### config.mk
export PLATFORM = sky130hd
export DESIGN_NAME = instr_fetch_unit
export DESIGN_NICKNAME = d
export VERILOG_FILES = /design/src/rtl/instr_fetch_unit_pkg.sv /design/src/rtl/instr_fetch_unit_branch_cond.sv /design/src/rtl/instr_fetch_unit.sv
export SDC_FILE = /design/constraint.sdc
export NUM_CORES = 1
export LEC_CHECK = 0
export CORE_ASPECT_RATIO = 2
export CORE_MARGIN = 5
export CORE_UTILIZATION = 48
export DETAILED_ROUTE_END_ITERATION = 10
export MAX_ROUTING_LAYER = met4
export PLACE_DENSITY_LB_ADDON = 0.15
export SLEW_MARGIN = 20
export SYNTH_ARGS = -nofsm -noshare
export SYNTH_HDL_FRONTEND = slang
export SYNTH_SLANG_ARGS = --single-unit
### constraint.sdc
create_clock -name clk -period 2.2 [get_ports clk]
set_input_delay 0.44 -clock clk [delete_from_list [all_inputs] [get_ports clk]]
set_output_delay 0.44 -clock clk [all_outputs]
set_load 0.005 [all_outputs]
### src/rtl/instr_fetch_unit_pkg.sv
// Shared ISA definitions for the fetch stage: opcode constants, the
// opcode-class decode used to size instructions, condition-code bit
// positions and the fetch FSM state encoding.
package instr_fetch_unit_pkg;

  // Load/store opcodes (2-byte: opcode + immediate/direct address)
  localparam logic [7:0] OP_LDA_IMM = 8'h86;
  localparam logic [7:0] OP_LDA_DIR = 8'h87;
  localparam logic [7:0] OP_LDB_IMM = 8'h88;
  localparam logic [7:0] OP_LDB_DIR = 8'h89;
  localparam logic [7:0] OP_STA_DIR = 8'h96;
  localparam logic [7:0] OP_STB_DIR = 8'h97;

  // ALU opcodes (1-byte) occupy a contiguous range
  localparam logic [7:0] OP_ALU_FIRST = 8'h42;
  localparam logic [7:0] OP_ALU_LAST  = 8'h4C;

  // Branch opcodes (2-byte: opcode + target). Low nibble selects condition.
  localparam logic [7:0] OP_BRA = 8'h20;
  localparam logic [7:0] OP_BMI = 8'h21;
  localparam logic [7:0] OP_BPL = 8'h22;
  localparam logic [7:0] OP_BEQ = 8'h23;
  localparam logic [7:0] OP_BNE = 8'h24;
  localparam logic [7:0] OP_BVS = 8'h25;
  localparam logic [7:0] OP_BVC = 8'h26;
  localparam logic [7:0] OP_BCS = 8'h27;
  localparam logic [7:0] OP_BCC = 8'h28;

  // ccr = {N,Z,V,C}
  localparam int CCR_N = 3;
  localparam int CCR_Z = 2;
  localparam int CCR_V = 1;
  localparam int CCR_C = 0;

  typedef enum logic [1:0] {
    CLS_ALU,      // 1-byte
    CLS_MEM,      // 2-byte, issued
    CLS_BRANCH,   // 2-byte, resolved locally
    CLS_ILLEGAL   // treated as 1-byte, flagged
  } op_class_t;

  typedef enum logic [2:0] {
    FETCH_OP,
    LATCH_OP,
    FETCH_OPR,
    LATCH_OPR,
    BRANCH,
    ISSUE
  } fetch_state_t;

  function automatic op_class_t op_class(input logic [7:0] op);
    op_class_t cls;
    cls = CLS_ILLEGAL;
    if (op >= OP_BRA && op <= OP_BCC)
      cls = CLS_BRANCH;
    else if (op >= OP_ALU_FIRST && op <= OP_ALU_LAST)
      cls = CLS_ALU;
    else if (op == OP_LDA_IMM || op == OP_LDA_DIR || op == OP_LDB_IMM ||
             op == OP_LDB_DIR || op == OP_STA_DIR || op == OP_STB_DIR)
      cls = CLS_MEM;
    return cls;
  endfunction

endpackage

### src/rtl/instr_fetch_unit_branch_cond.sv
// Branch condition evaluator: combinational map from the low nibble of a
// branch opcode and the execute-stage condition codes to a taken flag.
// Ports:
//   cond   in  4  opcode[3:0] of a branch (0=BRA .. 8=BCC)
//   ccr    in  4  {N,Z,V,C}
//   taken  out 1  branch taken
module instr_fetch_unit_branch_cond
  import instr_fetch_unit_pkg::*;
(
  input  logic [3:0] cond,
  input  logic [3:0] ccr,
  output logic       taken
);

  always_comb begin
    taken = 1'b0;
    case (cond)
      4'h0: taken = 1'b1;          // BRA
      4'h1: taken =  ccr[CCR_N];   // BMI
      4'h2: taken = ~ccr[CCR_N];   // BPL
      4'h3: taken =  ccr[CCR_Z];   // BEQ
      4'h4: taken = ~ccr[CCR_Z];   // BNE
      4'h5: taken =  ccr[CCR_V];   // BVS
      4'h6: taken = ~ccr[CCR_V];   // BVC
      4'h7: taken =  ccr[CCR_C];   // BCS
      4'h8: taken = ~ccr[CCR_C];   // BCC
      default: taken = 1'b0;
    endcase
  end

endmodule

### src/rtl/instr_fetch_unit.sv
// Instruction fetch/sequencer stage behind the synchronous program ROM.
// Owns the PC, absorbs the ROM's one-cycle read latency, assembles 1- and
// 2-byte instructions, resolves branches locally and issues everything else
// to the execute stage over valid/ready.
// Ports:
//   clk, reset      clock (shared with ROM), async active-high reset
//   rom_address     out 8  copy of pc
//   rom_data        in  8  ROM word for the address presented last cycle
//   ccr, ex_idle    in     execute-stage flags; ccr final when ex_idle=1
//   ins_valid/ready        issue handshake
//   opcode, operand, ins_pc  out  issued instruction (operand 0 for 1-byte)
//   illegal_op      out 1  one-cycle pulse when an undefined opcode is latched
module instr_fetch_unit
  import instr_fetch_unit_pkg::*;
#(
  parameter int         ROM_DEPTH = 128,
  parameter logic [7:0] RESET_PC  = 8'h00
) (
  input  logic       clk,
  input  logic       reset,
  output logic [7:0] rom_address,
  input  logic [7:0] rom_data,
  input  logic [3:0] ccr,
  input  logic       ex_idle,
  output logic       ins_valid,
  input  logic       ins_ready,
  output logic [7:0] opcode,
  output logic [7:0] operand,
  output logic [7:0] ins_pc,
  output logic       illegal_op
);

  // ROM_DEPTH is a power of two, so masking implements the modulo wrap and
  // keeps the unused high address bits at zero.
  localparam logic [7:0] PC_MASK = 8'(ROM_DEPTH - 1);

  fetch_state_t state;
  logic [7:0]   pc;
  logic [7:0]   pc_inc;
  op_class_t    rom_cls;
  logic         ir_is_branch;
  logic         taken;

  assign rom_address  = pc;
  assign pc_inc       = (pc + 8'd1) & PC_MASK;
  assign rom_cls      = op_class(rom_data);
  // opcode doubles as the IR; its class decides what follows the operand
  assign ir_is_branch = (op_class(opcode) == CLS_BRANCH);

  instr_fetch_unit_branch_cond u_branch_cond (
    .cond  (opcode[3:0]),
    .ccr   (ccr),
    .taken (taken)
  );

  always_ff @(posedge clk or posedge reset) begin
    if (reset) begin
      state      <= FETCH_OP;
      pc         <= RESET_PC & PC_MASK;
      ins_valid  <= 1'b0;
      opcode     <= 8'h00;
      operand    <= 8'h00;
      ins_pc     <= 8'h00;
      illegal_op <= 1'b0;
    end else begin
      illegal_op <= 1'b0;
      case (state)
        // ROM registers the word at pc during this cycle
        FETCH_OP: state <= LATCH_OP;

        LATCH_OP: begin
          opcode <= rom_data;
          ins_pc <= pc;
          pc     <= pc_inc;
          if (rom_cls == CLS_MEM || rom_cls == CLS_BRANCH) begin
            state <= FETCH_OPR;
          end else begin
            operand    <= 8'h00;
            ins_valid  <= 1'b1;
            illegal_op <= (rom_cls == CLS_ILLEGAL);
            state      <= ISSUE;
          end
        end

        FETCH_OPR: state <= LATCH_OPR;

        LATCH_OPR: begin
          operand <= rom_data;
          pc      <= pc_inc;
          if (ir_is_branch) begin
            state <= BRANCH;
          end else begin
            ins_valid <= 1'b1;
            state     <= ISSUE;
          end
        end

        // ccr is only trusted once the execute stage has drained
        BRANCH: begin
          if (ex_idle) begin
            if (taken) pc <= operand & PC_MASK;
            state <= FETCH_OP;
          end
        end

        // outputs are frozen here until the transfer
        ISSUE: begin
          if (ins_ready) begin
            ins_valid <= 1'b0;
            state     <= FETCH_OP;
          end
        end

        default: state <= FETCH_OP;
      endcase
    end
  end

endmodule

# Word-level counts from Yosys, hierarchy flattened
# Cells that the tools add are included.
[word_totals]
ff_bits = 37
input_bits = 16
output_inout_bits = 34
elab_cells = 102
[op_classes]
addsub = 1
n_lt_le_gt_ge = 8
eq_ne = 34
muxes = 23
bitwise = 4
reduce_logical = 25
[ops]
columns = ["op", "count"]
rows = [
  ["8-bit equality test, second input constant", 12],
  ["8-bit one-hot mux with 2 select lines", 2],
  ["8-bit two-way mux", 3],
  ["3-bit one-hot mux with 6 select lines", 1],
  ["4-bit by 3-bit equality test with 1-bit output, second input constant", 4],
  ["8-bit by 6-bit >= comparator with 1-bit output, second input constant", 2],
  ["8-bit by 7-bit >= comparator with 1-bit output, second input constant", 2],
  ["8-bit by 6-bit <= comparator with 1-bit output, second input constant", 2],
  ["8-bit by 7-bit <= comparator with 1-bit output, second input constant", 2],
  ["2-bit two-way mux", 6],
  ["1-bit logical OR", 11],
  ["2-bit inequality test, second input constant", 5],
  ["3-bit two-way mux", 3],
  ["1-bit one-hot mux with 9 select lines", 1],
  ["4-bit by 2-bit equality test with 1-bit output, second input constant", 2],
  ["7-bit by 1-bit adder with 7-bit output, second input constant", 1],
  ["2-bit equality test, second input constant", 3],
  ["3-bit by 2-bit equality test with 1-bit output, second input constant", 2],
  ["3-bit equality test, second input constant", 2],
  ["1-bit two-way mux", 6],
  ["4-bit by 1-bit equality test with 1-bit output, second input constant", 1],
  ["4-bit equality test, second input constant", 1],
  ["1-bit logical AND", 4],
  ["4-bit zero test", 1],
  ["11 further kinds", 16],
]

# Depth between registers and ports, before layout
[depth]
depth_word = 13
depth_mapped = 9
depth_no_buf = 9

# Modules after synthesis
# A second synthesis with hierarchy kept.
[unflattened]
cells_unflattened = 165
area_unflattened_um2 = 1826.8
[by_module_without_submodules]
columns = ["module", "instances", "cells_per_inst", "area_each_um2"]
rows = [
  ["instr_fetch_unit", 1, 157, 1751.7],
  ["instr_fetch_unit_branch_cond", 1, 8, 75.1],
]

# Worst setup path after synthesis
# No wires, ideal clock.
[synth_timing]
path_kind = "input-to-reg"
start = "input port rom_data[2]"
end = "register operand[0]"
setup_time_ns = 0.121
t_arrival_ns = 2.103
t_required_ns = 2.079
slack_ns = -0.024
path_stages = 9
path_buffers = 1
cell_sequence = "nor4b_1 > o21ai_0 > o22ai_1 > nand2b_1 > ha_1 > nor2b_1 > or2_2 > clkbuf_1 > a22o_1"
[synth_via]
elab_chain_cells = 13
[synth_rtl]
columns = ["item", "line_no", "rtl"]
rows = [
  ["from (decl)", "instr_fetch_unit.sv:22", "input logic [7:0] rom_data,"],
  ["8-bit equality test", "instr_fetch_unit_pkg.sv:58", "else if (op == OP_LDA_IMM || op == OP_LDA_DIR || op == OP_LDB_IMM ||"],
  ["1-bit logical OR (3 in series)", "instr_fetch_unit_pkg.sv:58", ""],
  ["1-bit logical OR (2 in series)", "instr_fetch_unit_pkg.sv:59", "op == OP_LDB_DIR || op == OP_STA_DIR || op == OP_STB_DIR)"],
  ["2-bit two-way mux", "instr_fetch_unit_pkg.sv:58", ""],
  ["2-bit two-way mux", "instr_fetch_unit_pkg.sv:56", "else if (op >= OP_ALU_FIRST && op <= OP_ALU_LAST)"],
  ["2-bit two-way mux (*)", "instr_fetch_unit_pkg.sv:54", "if (op >= OP_BRA && op <= OP_BCC)"],
  ["2-bit by 1-bit equality test with 1-bit output / 2-bit equality test (equally long branches)", "instr_fetch_unit.sv:75", "if (rom_cls == CLS_MEM || rom_cls == CLS_BRANCH) begin"],
  ["1-bit logical OR (*)", "instr_fetch_unit.sv:75", ""],
  ["2-bit inequality test (no source line) (*)", "n/a", ""],
  ["2-bit AND reduction (no source line) (*)", "n/a", ""],
  ["to (signal assigned)", "instr_fetch_unit.sv:88", "operand <= rom_data;"],
  ["to (decl)", "instr_fetch_unit.sv:28", "output logic [7:0] operand,"],
]
# Every way passes the cells marked *; elsewhere a longest branch is shown, timed or not.
# A chain may end at the register's enable or synchronous reset.

# Worst setup path in the final report
[layout_timing]
start = "input port rom_data[4]"
end = "register ins_valid"
[layout_via]
elab_chain_cells = 13
[layout_rtl]
columns = ["item", "line_no", "rtl"]
rows = [
  ["8-bit equality test", "instr_fetch_unit_pkg.sv:58", ""],
  ["1-bit logical OR (3 in series)", "instr_fetch_unit_pkg.sv:58", ""],
  ["1-bit logical OR (2 in series)", "instr_fetch_unit_pkg.sv:59", ""],
  ["2-bit two-way mux", "instr_fetch_unit_pkg.sv:58", ""],
  ["2-bit two-way mux", "instr_fetch_unit_pkg.sv:56", ""],
  ["2-bit two-way mux (*)", "instr_fetch_unit_pkg.sv:54", ""],
  ["2-bit by 1-bit equality test with 1-bit output / 2-bit equality test (equally long branches)", "instr_fetch_unit.sv:75", ""],
  ["1-bit logical OR (*)", "instr_fetch_unit.sv:75", ""],
  ["2-bit inequality test (no source line) (*)", "n/a", ""],
  ["4-bit AND reduction (no source line) (*)", "n/a", ""],
  ["to (signal assigned)", "instr_fetch_unit.sv:79", "ins_valid <= 1'b1;"],
  ["to (signal assigned)", "instr_fetch_unit.sv:93", "ins_valid <= 1'b1;"],
  ["to (signal assigned)", "instr_fetch_unit.sv:109", "ins_valid <= 1'b0;"],
  ["to (decl)", "instr_fetch_unit.sv:25", "output logic ins_valid,"],
]
# Marked as above.

==> results.json <==
{
  "hpwlAfterDp_um": 3710,
  "gp_routability_congestion": 0.834,
  "status": "complete, no violations",
  "cap_violations": 0,
  "power-per-cell-area_nw_per_um2": 1310,
  "hold_buffers": 0,
  "critical_path.reg2reg.endpoint": "rom_address[0]",
  "route.detailed.wl_per_inst_um": 17.6,
  "design.portCount": 50,
  "tritoncts": "built",
  "ys_async_sr_fraction": 1.00,
  "core_region_area_um2": 3650,
  "clock-root-buffer": "clkbuf_8",
  "synth_largest_area_cell": "dfrtp_1",
  "gr-max-usage-layer": "met2",
  "leading_cell_types_by_count_after_synthesis": "dfrtp_1 (35), mux2_2 (16), nor2_1 (9)",
  "path_max_fanout": 2,
  "grt_use_met3": 0.0277,
  "holdWs_ns": 0.476,
  "period_minus_slack_ns": 2.08,
  "worstSetupStartpointType": "input port",
  "first_pass_iters": 4,
  "drc": 0,
  "critPathKind": "in -> reg",
  "ys.flop_type": "dfrtp_1",
  "grt_max_degree": 36,
  "cts_num_sinks": 35,
  "synth.lib_cells_used.distinct": 41,
  "clock_tree.htree_level_count": 2,
  "final-hold-violation-count": 0,
  "cp-startpoint": "rom_data[4]",
  "tritoncts_buffers": 5,
  "clock_latency_ns": 0.28,
  "dieWidth_um": 53.4,
  "insertedDiodeCount": 0,
  "floorplan.die.height_um": 96.9,
  "number_of_antenna_violations_at_the_first_check_in_global_routing": 0,
  "met1_layer_usage_reported_by_global_route": 0.218,
  "p_leak_nw": 1.10,
  "endpoint": "ins_valid",
  "tightest_slew_ns": 0.783,
  "finalNetCount": 243,
  "vias_per_cell": 5.73,
  "std_cell_rows": 31,
  "fmax_mhz": 480,
  "ir_drop_mv": 0.797,
  "netlist_area_um2": 1810,
  "dieArea_um2": 5170,
  "ys_seq_area_frac": 0.484,
  "drt_wl_total_um": 4830,
  "global_route.usage.total": 0.212,
  "min_path_type": "in -> reg",
  "synth.top_cell.area_share": 0.484,
  "maxSlewViolCount": 0,
  "layout-drive-gt1-share": 0.292,
  "postSynthAreaPerCell_um2": 11.6,
  "worst_setup_hold_path_clk_slew_ns": 0.07,
  "first_global_vias": 1727,
  "grt_first_pass_wirelength_um": 8050,
  "rr_worst_depth": 5,
  "finalSetupViolCount": 0,
  "grt-ovfl-total": 0,
  "timing.critical_path.to_type": "flop",
  "post_synth_inst_count": 156,
  "postRouteAntennaNets": 0,
  "initial_core_util": 0.497,
  "clockBufferDepth": 2,
  "synthMostInstantiatedCell": "dfrtp_1",
  "final.setup_skew_ns": 0.00428,
  "post_synth_main_area_contributors": "dfrtp_1 (48%), mux2_2 (10%), a22o_1 (3.9%)",
  "vias": 1577,
  "timing.reg2reg.setup_slack_ns": 0.25,
  "place.port_buffers": 47,
  "drt_first_iter_violations": 24,
  "worst_ep_required_time_ns": 2.40,
  "synth.yosys.warnings": 0,
  "cp.arrival_ns": 2.28,
  "period_share": 0.947,
  "synth-edff-count": 0,
  "syn_to_final_growth_pct": 45.1,
  "max-slew-margin-rel": 0.471,
  "gr-usage-met2": 0.360,
  "p_total_mw": 3.43,
  "rr_startpoint": "opcode[1]",
  "ys_seq_elements": 35
}
[where the power goes]
part / switching [mW] / internal (mW) / total, mW
clock network: 0.223 / 0.286 / 0.509
logic: 0.701 / 1.01 / 1.71
registers: 0.312 / 0.897 / 1.21
[metrics by stage]
stage / cells / area [µm²] / setup WS [ns] / TNS (ns) / util
after floorplan: 157 / 1820 / 0.00445 / 0 / -
after global placement: 265 / 2450 / -0.545 / -5.56 / 0.673
after detailed placement: 265 / 2450 / -0.655 / -6.80 / 0.673
after CTS: 274 / 2580 / 0.0119 / 0 / 0.707
after global routing: 275 / 2630 / -0.0269 / -0.0269 / 0.720
final: 275 / 2630 / 0.116 / 0 / 0.720
[repair_timing]
item	in CTS	in global routing
endpoints found under the hold margin	0	0
endpoints found under the setup margin	11	9
buffers inserted	1	1
pin swaps	3	8
resized for setup	12	23
[worst min-delay path by stage]
| stage | slack (ns) | endpoint | start | depth (start not counted) |
|---|---|---|---|---|
| 2_1_floorplan | 0.50 | operand[7] | operand[7] | 1 |
| 6_report | 0.48 | opcode[1] | rom_data[1] | 2 |
| 4_1_cts | 0.51 | ins_pc[0] | ins_pc[0] | 1 |
| 3_3_place_gp | 0.49 | ins_pc[1] | ins_pc[1] | 1 |
| 3_5_place_dp | 0.50 | ins_pc[0] | ins_pc[0] | 1 |
| 5_1_grt | 0.48 | opcode[1] | rom_data[1] | 2 |
[registers in the layout, indices dropped and copies added (netlist names)]
name,cells
operand,8
illegal_op,1
ins_valid,1
state,3
rom_address,7
opcode,8
ins_pc,7
[cells in the final DEF, fill, tap and decap left out, types with 4 or more instances in the layout]
cell and instances:
buf_4 23, nand3_1 5, o311ai_0 5, a22o_1 8, nand2_1 8, a21oi_1 6, clkdlybuf4s50_1 40, inv_1 4
o211ai_1 8, mux2_2 16, clkbuf_8 7, mux2i_1 4, dfrtp_1 35, nor2_1 8
[area by class of cell]
| cell class | instances | area [µm²] |
|---|---|---|
| Clock buffer | 8 | 100 |
| Multi-Input combinational cell | 110 | 951 |
| Tap cell | 49 | 61.3 |
| Timing Repair Buffer | 69 | 623 |
| Sequential cell | 35 | 876 |
| Inverter | 4 | 15.0 |
| Fill cell | 284 | 1020 |
[metal layers]
metal  vias to the layer above  share of wire
met2                        64           0.57
met4                         0          0.041
met3                        20          0.039
met5                         -              0
li1                        739              -
met1                       754           0.35
[critical path, cell delays in order]
cell             delay [ns]
clkdlybuf4s15_1        0.22
nor4b_4                0.28
o21ai_1                0.11
o22ai_2                0.18
nand2b_1               0.11
ha_4                   0.23
nor2b_2                0.15
buf_4                  0.15
a311oi_2               0.18
nor2_1                 0.07
a41oi_1                0.15
[cell families after synthesis]
kind of cell / synth area share
buffers and inverters: 0.0325
adder cells (fa/ha/maj): 0.0138
multiplexers: 0.130
AO/OA/AOI/OAI: 0.204
AND/OR/NAND/NOR: 0.134
flip-flops: 0.484
other: 0.00207
Note: power is estimated with default switching activity, not from simulation.
